<file path="config.mk">
export PLATFORM = sky130hd
export DESIGN_NAME = instr_encoder_loader_flat
export DESIGN_NICKNAME = d
export VERILOG_FILES = /design/src/rtl/instr_encoder_loader_pkg.sv /design/src/rtl/instr_encoder_loader_if.sv /design/src/rtl/instr_encoder_loader_fifo.sv /design/src/rtl/instr_encoder_loader.sv /design/src/flat_wrapper.sv
export SDC_FILE = /design/constraint.sdc
export NUM_CORES = 1
export LEC_CHECK = 0
export ABC_AREA = 0
export BUFFER_PORTS_ARGS = -buffer_cell sky130_fd_sc_hd__clkbuf_2
export CORE_MARGIN = 2
export CORE_UTILIZATION = 60
export DETAILED_ROUTE_END_ITERATION = 16
export PLACE_DENSITY = 0.92
export SLEW_MARGIN = 15
export SYNTH_ARGS = -nofsm -noshare
export SYNTH_HDL_FRONTEND = slang
export SYNTH_SLANG_ARGS = --single-unit
</file>
<file path="constraint.sdc">
create_clock -name clk -period 6.4 [get_ports clk]
set_input_delay 0.64 -clock clk [delete_from_list [all_inputs] [get_ports clk]]
set_output_delay 0.64 -clock clk [all_outputs]
set_load 0.01 [all_outputs]
</file>
<file path="src/rtl/instr_encoder_loader_pkg.sv">
// Shared definitions for the instruction encoder/loader and its matching decoder:
// instruction field positions, the STORE opcode, condition codes, FSM states,
// and the single encoding function both sides agree on.
package instr_encoder_loader_pkg;

    localparam int INSTR_W = 16;

    localparam int COND_MSB = 15;
    localparam int COND_LSB = 14;
    localparam int OP_MSB   = 13;
    localparam int OP_LSB   = 10;
    localparam int DEST_MSB = 9;
    localparam int DEST_LSB = 7;
    localparam int SRC1_MSB = 6;
    localparam int SRC1_LSB = 4;
    localparam int SRC2_MSB = 3;
    localparam int SRC2_LSB = 1;
    localparam int IMM7_MSB = 6;
    localparam int IMM7_LSB = 0;

    localparam logic [3:0] OP_STORE = 4'b1110;

    typedef enum logic [1:0] {
        COND_ALWAYS = 2'b00,
        COND_ZERO   = 2'b01,
        COND_GE     = 2'b10,
        COND_LT     = 2'b11
    } cond_e;

    typedef enum logic [1:0] {
        ST_IDLE  = 2'b00,
        ST_LOAD  = 2'b01,
        ST_DRAIN = 2'b10,
        ST_DONE  = 2'b11
    } state_e;

    // STORE has no destination, so the dest slot carries the register being
    // stored (src2); the immediate format reuses the src1/src2/bit0 area.
    function automatic logic [INSTR_W-1:0] encode_instr(
        input logic [1:0] cond,
        input logic [3:0] opcode,
        input logic [2:0] dest,
        input logic [2:0] src1,
        input logic [2:0] src2,
        input logic       imm,
        input logic [6:0] imm7
    );
        logic [INSTR_W-1:0] word;
        logic [2:0]         dest_field;
        dest_field = (opcode == OP_STORE) ? src2 : dest;
        word = '0;
        word[COND_MSB:COND_LSB] = cond;
        word[OP_MSB:OP_LSB]     = opcode;
        word[DEST_MSB:DEST_LSB] = dest_field;
        if (imm) begin
            word[IMM7_MSB:IMM7_LSB] = imm7;
        end else begin
            word[SRC1_MSB:SRC1_LSB] = src1;
            word[SRC2_MSB:SRC2_LSB] = src2;
            word[0]                 = 1'b0;
        end
        return word;
    endfunction

endpackage

</file>
<file path="src/rtl/instr_encoder_loader_if.sv">
// Field-bundle handshake from the instruction producer plus the instruction
// memory write port. The loader is the slave; the producer/memory side is master.
interface instr_encoder_loader_if #(
    parameter int ADDR_W = 8
);
    import instr_encoder_loader_pkg::*;

    logic                in_valid;
    logic                in_ready;
    logic [1:0]          in_cond;
    logic [3:0]          in_opcode;
    logic [2:0]          in_dest;
    logic [2:0]          in_src1;
    logic [2:0]          in_src2;
    logic                in_imm;
    logic [6:0]          in_imm7;

    logic                imem_we;
    logic [ADDR_W-1:0]   imem_addr;
    logic [INSTR_W-1:0]  imem_wdata;

    modport master (
        output in_valid, in_cond, in_opcode, in_dest, in_src1, in_src2, in_imm, in_imm7,
        input  in_ready, imem_we, imem_addr, imem_wdata
    );

    modport slave (
        input  in_valid, in_cond, in_opcode, in_dest, in_src1, in_src2, in_imm, in_imm7,
        output in_ready, imem_we, imem_addr, imem_wdata
    );

endinterface

</file>
<file path="src/rtl/instr_encoder_loader_fifo.sv">
// Small synchronous FIFO with registered storage. Pointers carry one extra
// wrap bit so full and empty can be told apart without a separate counter.
module sync_fifo #(
    parameter int WIDTH = 16,
    parameter int DEPTH = 4
) (
    input  logic                     clk,
    input  logic                     rst,
    input  logic                     push,
    input  logic                     pop,
    input  logic [WIDTH-1:0]         wdata,
    output logic [WIDTH-1:0]         rdata,
    output logic                     full,
    output logic                     empty,
    output logic [$clog2(DEPTH):0]   count
);
    localparam int AW = $clog2(DEPTH);

    logic [WIDTH-1:0] mem [DEPTH];
    logic [AW:0]      wr_idx;
    logic [AW:0]      rd_idx;
    logic             do_push;
    logic             do_pop;

    assign do_push = push && !full;
    assign do_pop  = pop && !empty;

    // Advance read/write pointers; reset empties the FIFO.
    always_ff @(posedge clk) begin
        if (rst) begin
            wr_idx <= '0;
            rd_idx <= '0;
        end else begin
            if (do_push) wr_idx <= wr_idx + 1'b1;
            if (do_pop)  rd_idx <= rd_idx + 1'b1;
        end
    end

    // Storage needs no reset: the empty flag guards every read of stale data.
    always_ff @(posedge clk) begin
        if (do_push) mem[wr_idx[AW-1:0]] <= wdata;
    end

    // Head word and occupancy flags derived from the pointers.
    always_comb begin
        rdata = mem[rd_idx[AW-1:0]];
        count = wr_idx - rd_idx;
        empty = (wr_idx == rd_idx);
        full  = (wr_idx[AW] != rd_idx[AW]) && (wr_idx[AW-1:0] == rd_idx[AW-1:0]);
    end

endmodule

</file>
<file path="src/rtl/instr_encoder_loader.sv">
// Instruction encoder/loader: encodes field bundles into 16-bit instructions,
// buffers them, and writes them to consecutive instruction-memory addresses
// for one load session started by a start pulse.
module instr_encoder_loader
    import instr_encoder_loader_pkg::*;
#(
    parameter int FIFO_DEPTH = 4,
    parameter int ADDR_W     = 8
) (
    input  logic                  clk,
    input  logic                  rst,
    input  logic                  start,
    input  logic [ADDR_W-1:0]     base_addr,
    input  logic [ADDR_W-1:0]     length,
    output logic                  busy,
    output logic                  done,
    instr_encoder_loader_if.slave bus
);
    localparam int CNT_W = $clog2(FIFO_DEPTH) + 1;

    state_e              state;
    state_e              state_next;
    logic [ADDR_W-1:0]   wr_ptr;
    logic [ADDR_W-1:0]   remaining;
    logic [INSTR_W-1:0]  enc_word;
    logic [INSTR_W-1:0]  fifo_head;
    logic                fifo_full;
    logic                fifo_empty;
    logic [CNT_W-1:0]    fifo_count;
    logic                ready;
    logic                accept;
    logic                pop;
    logic                start_ok;

    // Encode the incoming bundle and derive the handshake/pop strobes.
    always_comb begin
        enc_word = encode_instr(bus.in_cond, bus.in_opcode, bus.in_dest,
                                bus.in_src1, bus.in_src2, bus.in_imm, bus.in_imm7);
        ready    = (state == ST_LOAD) && !fifo_full && (remaining != '0);
        accept   = bus.in_valid && ready;
        pop      = ((state == ST_LOAD) || (state == ST_DRAIN)) && !fifo_empty;
        start_ok = start && ((state == ST_IDLE) || (state == ST_DONE));
    end

    sync_fifo #(
        .WIDTH (INSTR_W),
        .DEPTH (FIFO_DEPTH)
    ) u_fifo (
        .clk   (clk),
        .rst   (rst),
        .push  (accept),
        .pop   (pop),
        .wdata (enc_word),
        .rdata (fifo_head),
        .full  (fifo_full),
        .empty (fifo_empty),
        .count (fifo_count)
    );

    // State register plus session address pointer and remaining-bundle counter.
    always_ff @(posedge clk) begin
        if (rst) begin
            state     <= ST_IDLE;
            wr_ptr    <= '0;
            remaining <= '0;
        end else begin
            state <= state_next;
            if (start_ok) begin
                wr_ptr    <= base_addr;
                remaining <= length;
            end else begin
                if (pop)    wr_ptr    <= wr_ptr + 1'b1;
                if (accept) remaining <= remaining - 1'b1;
            end
        end
    end

    // Next-state logic; DRAIN never sees a push, so count==1 means last word.
    always_comb begin
        state_next = state;
        case (state)
            ST_IDLE, ST_DONE: begin
                if (start) state_next = (length != '0) ? ST_LOAD : ST_DONE;
            end
            ST_LOAD: begin
                if (accept && (remaining == ADDR_W'(1))) state_next = ST_DRAIN;
            end
            ST_DRAIN: begin
                if (pop && (fifo_count == CNT_W'(1))) state_next = ST_DONE;
            end
            default: state_next = ST_IDLE;
        endcase
    end

    // Drive the memory port and status flags; write data is zero when idle.
    always_comb begin
        bus.in_ready   = ready;
        bus.imem_we    = pop;
        bus.imem_addr  = wr_ptr;
        bus.imem_wdata = pop ? fifo_head : '0;
        busy           = (state == ST_LOAD) || (state == ST_DRAIN);
        done           = (state == ST_DONE);
    end

endmodule

</file>
<file path="src/flat_wrapper.sv">
// flat-port wrapper written by rule: the top's interface ports become plain ports
module instr_encoder_loader_flat import instr_encoder_loader_pkg::*;
#(
    parameter int FIFO_DEPTH = 4,
    parameter int ADDR_W     = 8
)
  (clk, rst, start, base_addr, length, busy, done, bus_in_valid, bus_in_cond, bus_in_opcode, bus_in_dest, bus_in_src1, bus_in_src2, bus_in_imm, bus_in_imm7, bus_in_ready, bus_imem_we, bus_imem_addr, bus_imem_wdata);
  instr_encoder_loader_if #(.ADDR_W(ADDR_W)) bus_i ();
  input  logic clk;
  input  logic rst;
  input  logic start;
  input  logic [ADDR_W-1:0] base_addr;
  input  logic [ADDR_W-1:0] length;
  output logic busy;
  output logic done;
  input wire logic [$bits(bus_i.in_valid)-1:0] bus_in_valid;
  input wire logic [$bits(bus_i.in_cond)-1:0] bus_in_cond;
  input wire logic [$bits(bus_i.in_opcode)-1:0] bus_in_opcode;
  input wire logic [$bits(bus_i.in_dest)-1:0] bus_in_dest;
  input wire logic [$bits(bus_i.in_src1)-1:0] bus_in_src1;
  input wire logic [$bits(bus_i.in_src2)-1:0] bus_in_src2;
  input wire logic [$bits(bus_i.in_imm)-1:0] bus_in_imm;
  input wire logic [$bits(bus_i.in_imm7)-1:0] bus_in_imm7;
  output wire logic [$bits(bus_i.in_ready)-1:0] bus_in_ready;
  output wire logic [$bits(bus_i.imem_we)-1:0] bus_imem_we;
  output wire logic [$bits(bus_i.imem_addr)-1:0] bus_imem_addr;
  output wire logic [$bits(bus_i.imem_wdata)-1:0] bus_imem_wdata;
  assign bus_i.in_valid = bus_in_valid;
  assign bus_i.in_cond = bus_in_cond;
  assign bus_i.in_opcode = bus_in_opcode;
  assign bus_i.in_dest = bus_in_dest;
  assign bus_i.in_src1 = bus_in_src1;
  assign bus_i.in_src2 = bus_in_src2;
  assign bus_i.in_imm = bus_in_imm;
  assign bus_i.in_imm7 = bus_in_imm7;
  assign bus_in_ready = bus_i.in_ready;
  assign bus_imem_we = bus_i.imem_we;
  assign bus_imem_addr = bus_i.imem_addr;
  assign bus_imem_wdata = bus_i.imem_wdata;
  instr_encoder_loader #(.FIFO_DEPTH(FIFO_DEPTH), .ADDR_W(ADDR_W)) u_core (.clk(clk), .rst(rst), .start(start), .base_addr(base_addr), .length(length), .busy(busy), .done(done), .bus(bus_i));
endmodule
</file>
==> results.txt, run 1 <==
Max Slew Vio Count = 0
Leak = 1.77 nW
Congestion Overflow GR = 0
cts hold-fix bufs = 0
detailed placement HPWL = 5090 microns
synthesized cell area = 4090 sq um
GRT Util Overall = 21.4%
Root Buffer = clkbuf_8
Peak supply drop = 0.209 mV
Slew @ Worst Pin = 0.867 ns
largest net degree at the start of global routing = 27
worst hold path type = in -> reg
Rows = 30
total vias in the final route = 2519
Inserted Clock Buffers = 9
layout cells sized above 1 = 33.5%
Final period util = 43.1%
fillers = 453
initial core utilization = 61.1%
die area = 7480 sq um
number of global-route vias before repair = 2512
drt wl/cell = 16.9 microns
DR pass1 iterations = 4
Final GP Congestion = 0.788
number of setup violations in the final report = 0
fin crit period = 2.76 ns
initial antenna violation count = 0
Clock Skew = 0.00759 ns
setup TNS = 0 ns
DIE HEIGHT = 86.5 microns
Most used DFF post-synth = edfxtp_1
DRC errors left = 0
CP Data Required Time = 5.76 ns
Inserted Diodes = 0
Avg Cell Area, Syn = 13.8 sq um
H-tree Lvls = 3
Reg2Reg Launch Point = u_core.u_fifo.wr_idx[0]
WHS = 0.514 ns
IO buf count = 70
DRT Wirelength = 7580 microns
Setup Fix Bufs, Post-CTS = 0
RSZ-0062 raised after global routing = no
relative slew slack = 42.2%
kind of critical path = reg -> out
critical path's largest stage delay = 0.41 ns
Final Hold Fails = 0
Seq/Total Area, Yosys = 59.8%
pwr/cell area = 370 nW/um^2
most common cell after layout, fill and taps aside = clkbuf_2
highest clock rate = 363 MHz
crit path to = bus_imem_wdata[5]
Critical Path End Type = output port
Net Count, Synth = 354
number of synthesized register bits = 90
first-pass GRT wire length = 12100 microns
DR iter-0 viols = 166
Clock Pin Slew Worst Setup and Hold Paths = 0.09 ns
core footprint = 6680 sq um
outcome = completed
Post-synth EDFFs = 64
Antenna Nets Post-Route = 0
Yosys cell types = 44
Crit Path Max Fanout = 26
async set-reset flop share out of synthesis = 0%
CP startpoint kind = flop
most frequent cells in the layout = clkbuf_2, edfxtp_1, nor2_1, dfxtp_1, and2_1
Clock Sinks = 90
Max clock buf depth = 2
CTS tree = built
reg2reg end = u_core.u_fifo.wr_idx[2]
# IOs = 71
Post-CTS Resized = 0
Die Width = 86.5 microns
Yosys Warn Count = 0
# nets final = 420
Register-to-Register Path Depth = 6
area delta synth->final = 14.5%
Cell Chain, Critical Path = inv_1 -> ha_1 -> nand2_1 -> o21ai_4 -> inv_4 -> and2_1 -> clkbuf_2
CP Depth = 7
Buf/Inv on CP = 3
Slowest-stage cell, CP = dfxtp_1
Clock Latency Late Sink = 0.35 ns
WP data arrival = 2.12 ns
Top delay family on crit path = buffers and inverters
routed vias/inst = 5.64
Worst Setup SP = u_core.u_fifo.wr_idx[0]
max_cap viols = 0
FF-to-FF setup slack = 3.82 ns
Cells after Synth = 296
==> through the flow <==
stage                     power (mW)  cell area (sq um)  cells  utilization (%)  setup WS [ns]
final                           1.73               4680    447             70.0           3.64
after global routing            1.84               4680    447             70.0           3.49
after CTS                       1.74               4680    447             70.0           3.37
after detailed placement        1.35               4470    431             66.9           3.76
after global placement          1.33               4470    431             66.9           3.76
after floorplan                 1.20               4090    296                -           4.19
==> layer usage <==
metal / up-vias / GRT usage [%] / wire length [microns]
met2: 47 / 34.7 / 3860
met3: 6 / 4.67 / 284
met4: 0 / 6.68 / 70
met5: - / 0 / 0
met1: 1223 / 29.3 / 3360
li1: 1243 / - / -
==> sequential cells by signal, summed over array words and instances, names as in the netlist, named ones only <==
| register | cells |
|---|---|
| u_core.state | 2 |
| u_core.remaining | 8 |
| u_core.bus.imem_addr | 8 |
| u_core.u_fifo.rd_idx | 3 |
| u_core.u_fifo.wr_idx | 3 |
| u_core.u_fifo.mem | 64 |
==> logic make-up (layout without fill, tap and decap cells) <==
kind of cell             Yosys count  after routing  synth area share [%]
flip-flops                        90             90                  59.8
AND/OR/NAND/NOR                   90             90                  11.7
AO/OA/AOI/OAI                     34             34                  6.00
multiplexers                      26             26                  11.7
buffers and inverters             26             97                  2.67
adder cells (fa/ha/maj)           15             15                  4.78
XOR/XNOR                          15             15                  3.40
==> cell type report <==
cell class | instances | area (sq um) | share of cell area (%)
multi-input combinational | 180 | 1530 | 32.8
sequential | 90 | 2440 | 52.2
timing repair buffer | 70 | 350 | 7.49
clock inverter | 7 | 82.6 | 1.77
inverter | 11 | 43.8 | 0.936
clock buffer | 9 | 124 | 2.65
tap | 80 | 100 | 2.14
==> Yosys cell counts, drive strengths merged (9+ instances only) <==
cell type   n  area, sq um
a211oi     10         75.1
nor2       30          115
ha         14          175
edfxtp     64         1920
inv        11         43.8
xor2        9         86.3
dfxtp      26          521
and2       19          119
mux4       16          360
mux2       10          116
a21oi      11         55.1
==> how the worst min path moves through the flow <==
stage / start / end / cells after the start
floorplan: u_core.state[0] / u_core.state[0] / 2
global placement: u_core.bus.imem_addr[1] / u_core.bus.imem_addr[1] / 2
detailed placement: u_core.bus.imem_addr[7] / u_core.bus.imem_addr[7] / 1
CTS: bus_in_cond[0] / u_core.u_fifo.mem[1][14] / 1
global route: bus_in_cond[0] / u_core.u_fifo.mem[3][14] / 1
finish: bus_in_cond[0] / u_core.u_fifo.mem[1][14] / 1
==> where the power goes <==
part,switching [mW],internal [mW]
Clock,0.211,0.187
Sequential,0.0815,0.707
Combinational,0.292,0.255
Total,0.584,1.15
Power figures use the tool's default switching activity.
==> run 2: changes to the inputs <==
- CORE_UTILIZATION: 60 -> 50
- PLACE_DENSITY: 0.92 -> 0.82
- clock period: 6.4 -> 2.38 ns (I/O delays scaled with it)
==> results.txt, run 2 (synthesis results as in run 1) <==
DR pass1 iterations = 4
Max Slew Vio Count = 0
Clock Pin Slew Worst Setup and Hold Paths = 0.09 ns
relative slew slack = 62.9%
Slew @ Worst Pin = 0.557 ns
setup TNS = 0 ns
first-pass GRT wire length = 13000 microns
number of setup violations in the final report = 0
Inserted Diodes = 0
area delta synth->final = 18.1%
# IOs = 71
# nets final = 429
Clock Sinks = 90
routed vias/inst = 5.52
die area = 8910 sq um
Crit Path Max Fanout = 26
Die Width = 94.4 microns
CP Data Required Time = 2.14 ns
Leak = 1.83 nW
kind of critical path = reg -> out
fin crit period = 2.22 ns
outcome = completed
DIE HEIGHT = 94.4 microns
Clock Latency Late Sink = 0.36 ns
IO buf count = 70
Peak supply drop = 0.451 mV
WP data arrival = 1.98 ns
CP startpoint kind = flop
most frequent cells in the layout = clkbuf_2, edfxtp_1, nor2_1, dfxtp_1, and2_1
Critical Path End Type = output port
Inserted Clock Buffers = 9
DRC errors left = 0
drt wl/cell = 16.9 microns
DRT Wirelength = 8070 microns
hold path start = bus_in_cond[1]
Root Buffer = clkbuf_8
H-tree Lvls = 3
fillers = 588
Final Hold Fails = 0
detailed placement HPWL = 5650 microns
cts hold-fix bufs = 0
CTS tree = built
GRT Util Overall = 19.5%
largest net degree at the start of global routing = 27
Final period util = 93.4%
highest clock rate = 450 MHz
number of global-route vias before repair = 2725
initial core utilization = 52.3%
Rows = 32
FF-to-FF setup slack = 0.20 ns
Clock Skew = 0.0125 ns
Worst Setup SP = u_core.u_fifo.wr_idx[0]
crit path to = bus_imem_wdata[3]
worst hold path type = in -> reg
RSZ-0062 raised after global routing = no
max reg flops = 64
total vias in the final route = 2637
Reg2Reg Launch Point = u_core.u_fifo.wr_idx[0]
DR iter-0 viols = 107
Max clock buf depth = 2
Antenna Nets Post-Route = 0
most common cell after layout, fill and taps aside = clkbuf_2
Congestion Overflow GR = 0
WHS = 0.102 ns
reg2reg end = u_core.state[1]
Final GP Congestion = 0.825
core footprint = 7810 sq um
Register-to-Register Path Depth = 7
max_cap viols = 0
layout cells sized above 1 = 34.8%
initial antenna violation count = 0
pwr/cell area = 985 nW/um^2
## run 2: changes by cell type in the layout (fill, tap and decap cells not counted), sizes merged
cell,delta
buf,+9
clkinv,+1
inv,-1
## run 2: through the flow
step | setup WS (ns) | cells | util (%) | power, mW | cell area, sq um
final | 0.158 | 478 | 61.8 | 4.75 | 4820
after global placement | 0.276 | 461 | 59.0 | 3.64 | 4610
after floorplan | 0.328 | 296 | - | 3.24 | 4090
after global routing | 0.0208 | 478 | 61.8 | 5.04 | 4820
after CTS | 0.0296 | 477 | 61.7 | 4.78 | 4820
after detailed placement | 0.209 | 461 | 59.0 | 3.71 | 4610
## run 2: cell type report
type                       instances  area (sq um)  share of cell area (%)
clock inverter                     7          85.1                    1.76
timing repair buffer              79           468                    9.70
inverter                          11          43.8                   0.908
clock buffer                       9           124                    2.57
tap                              102           128                    2.65
multi-input combinational        180          1530                    31.8
sequential                        90          2440                    50.6
## run 2: worst min-delay path by stage
| stage | depth (start not counted) | endpoint |
|---|---|---|
| floorplan | 0 | u_core.u_fifo.mem[0][10] |
| global placement | 1 | u_core.u_fifo.mem[3][14] |
| detailed placement | 1 | u_core.u_fifo.mem[0][15] |
| CTS | 1 | u_core.u_fifo.mem[0][15] |
| global route | 1 | u_core.u_fifo.mem[2][15] |
| finish | 1 | u_core.u_fifo.mem[0][15] |
## run 2: where the power goes
part	internal (mW)	switching [mW]
Combinational	0.747	0.884
Sequential	1.90	0.159
Clock	0.505	0.562
## run 2: worst max-delay path, cell delays in order, from the launching register on
cell and delay (ns):
dfxtp_1 0.40, inv_1 0.11, ha_1 0.34, nand2_1 0.14, o21ai_4 0.09, inv_4 0.21
and2_1 0.20, clkbuf_2 0.14
## run 2: what timing repair did
action | CTS | global route
resized for setup | 0 | 0
hold endpoints to repair | 0 | 0
endpoints found under the setup margin | 0 | 16
setup buffers | 0 | 1
## run 2: per-layer routing
layer | part of all wire (%) | track usage (%) | up-vias
met1 | 42 | 24.0 | 1320
met5 | 0 | 0 | -
met3 | 3.3 | 3.27 | 12
met4 | 1.9 | 9.30 | 0
li1 | - | - | 1253
met2 | 53 | 33.6 | 52
==> run 3: changes to the inputs <==
- CORE_ASPECT_RATIO: not set -> 0.6
- CORE_MARGIN: 2 -> 5
- clock period: 2.38 -> 1.9 ns (I/O delays scaled with it)
==> results.txt, run 3 (synthesis results as in run 1) <==
Inserted Clock Buffers = 9
Buf/Inv on CP = 1
Top delay family on crit path = adder cells
number of setup violations in the final report = 4
Critical Path End Type = flop
# IOs = 71
kind of critical path = reg -> reg
max reg flops = 64
Final period util = 106%
Die Width = 127 microns
Sw Share = 31.6%
critical path's largest stage delay = 0.47 ns
Clock Latency Late Sink = 0.33 ns
routed vias/inst = 5.33
Clock Sinks = 90
setup ws final = -0.105 ns
Inserted Diodes = 0
Antenna Nets Post-Route = 0
Congestion Overflow GR = 0
dpl cell area = 4730 sq um
Final Hold Fails = 0
Leak = 2.03 nW
Peak supply drop = 0.566 mV
H-tree Lvls = 3
highest clock rate = 499 MHz
worst hold path type = in -> reg
CP Data Required Time = 2.13 ns
cts hold-fix bufs = 0
WP data arrival = 2.23 ns
Clk network pwr share = 25.2%
first-pass GRT wire length = 13700 microns
number of global-route vias before repair = 2717
multi-input logic area = 1650 sq um
initial core utilization = 51.6%
largest net degree at the start of global routing = 27
Max Slew Vio Count = 0
Finished Cell Area = 5330 sq um
Setup Slack @ Placement = -0.137 ns
Sequential Power Share = 36.7%
total vias in the final route = 2669
# nets final = 446
RSZ-0062 raised after global routing = yes
initial antenna violation count = 0
Root Buffer = clkbuf_16
drt wl/cell = 17.1 microns
Overall Power = 7.04 mW
Slew @ Worst Pin = 0.600 ns
DIE HEIGHT = 80.0 microns
core footprint = 7910 sq um
most common cell after layout, fill and taps aside = edfxtp_1
IO buf count = 70
layout cells sized above 1 = 46.3%
violated checks = negative setup slack
Final GP Congestion = 0.826
DR pass1 iterations = 4
register area = 2450 sq um
P_int = 4.82 mW
area delta synth->final = 30.4%
relative slew slack = 60.0%
Max clock buf depth = 2
sw power = 2.22 mW
Clock Skew = 0.00491 ns
Comb pwr share = 38.1%
GRT Util Overall = 17.5%
fin crit period = 2.01 ns
post-layout util = 67.3%
CP startpoint kind = flop
DRC errors left = 0
Crit Path Max Fanout = 3
Rows = 25
detailed placement HPWL = 5680 microns
DRT Wirelength = 8550 microns
fillers = 543
most frequent cells in the layout = edfxtp_1, clkbuf_2, nor2_1, dfxtp_1, buf_4
Clock Pin Slew Worst Setup and Hold Paths = 0.06 ns
max_cap viols = 0
Slowest-stage cell, CP = fa_1
Cell Chain, Critical Path = inv_2 -> ha_4 -> fa_1 -> nand2b_1 -> o32a_1 -> a21o_1 -> mux2_4
CTS tree = built
pwr/cell area = 1320 nW/um^2
DR iter-0 viols = 203
die area = 10100 sq um
outcome = finished, violations left
## run 3: worst paths after layout
kind,slack [ns],to,from,depth (start not counted)
setup / recovery,-0.11,u_core.state[1],u_core.u_fifo.wr_idx[0],7
hold / removal,0.08,u_core.u_fifo.mem[0][15],bus_in_cond[1],1
setup reg to reg,-0.11,u_core.state[1],u_core.u_fifo.wr_idx[0],7
hold reg to reg,0.52,u_core.bus.imem_addr[1],u_core.bus.imem_addr[1],2
## run 3: metal layers
metal	vias to the layer above	track usage, %	wire (microns)
li1	1295	-	-
met1	1289	24.7	4200
met2	81	26.7	3910
met3	4	4.81	383
met4	0	4.93	57
met5	-	0	0
## run 3: area by class of cell
class,instances,share of cell area (%)
clock buffers,10,4.30
inverters,11,0.822
flip-flops and latches,90,46.0
repair buffers,96,13.9
multi-input cells,180,31.0
clock inverters,6,1.41
well taps,108,2.54
## run 3: through the flow
stage / setup TNS (ns) / cells / hold WS, ns
2_1_floorplan: -0.105 / 296 / 0.289
3_3_place_gp: -0.0698 / 478 / 0.408
3_5_place_dp: -0.179 / 478 / 0.422
4_1_cts: -0.0786 / 498 / 0.0699
5_1_grt: -0.979 / 501 / 0.0723
6_report: -0.140 / 501 / 0.0785
## run 3: power by group through the flow
| stage | Clock [mW] | Sequential, mW | Combinational (mW) |
|---|---|---|---|
| after floorplan | 0 | 2.59 | 1.47 |
| after global placement | 0 | 2.59 | 2.18 |
| after detailed placement | 0 | 2.61 | 2.22 |
| after CTS | 1.81 | 2.58 | 2.42 |
| after global routing | 1.91 | 2.62 | 2.94 |
| final | 1.77 | 2.58 | 2.68 |
## run 3: repair_timing
action | CTS | global route
endpoints found under the setup margin | 20 | 29
setup buffers | 4 | 2
pin swaps | 1 | 1
cloned | 0 | 1
resized for setup | 19 | 46
## run 3: worst reg2reg max path: stages (launching register included)
cell and delay (ns):
dfxtp_2 0.34, inv_2 0.05, ha_4 0.15, fa_1 0.47
nand2b_1 0.06, o32a_1 0.36, a21o_1 0.18, mux2_4 0.29
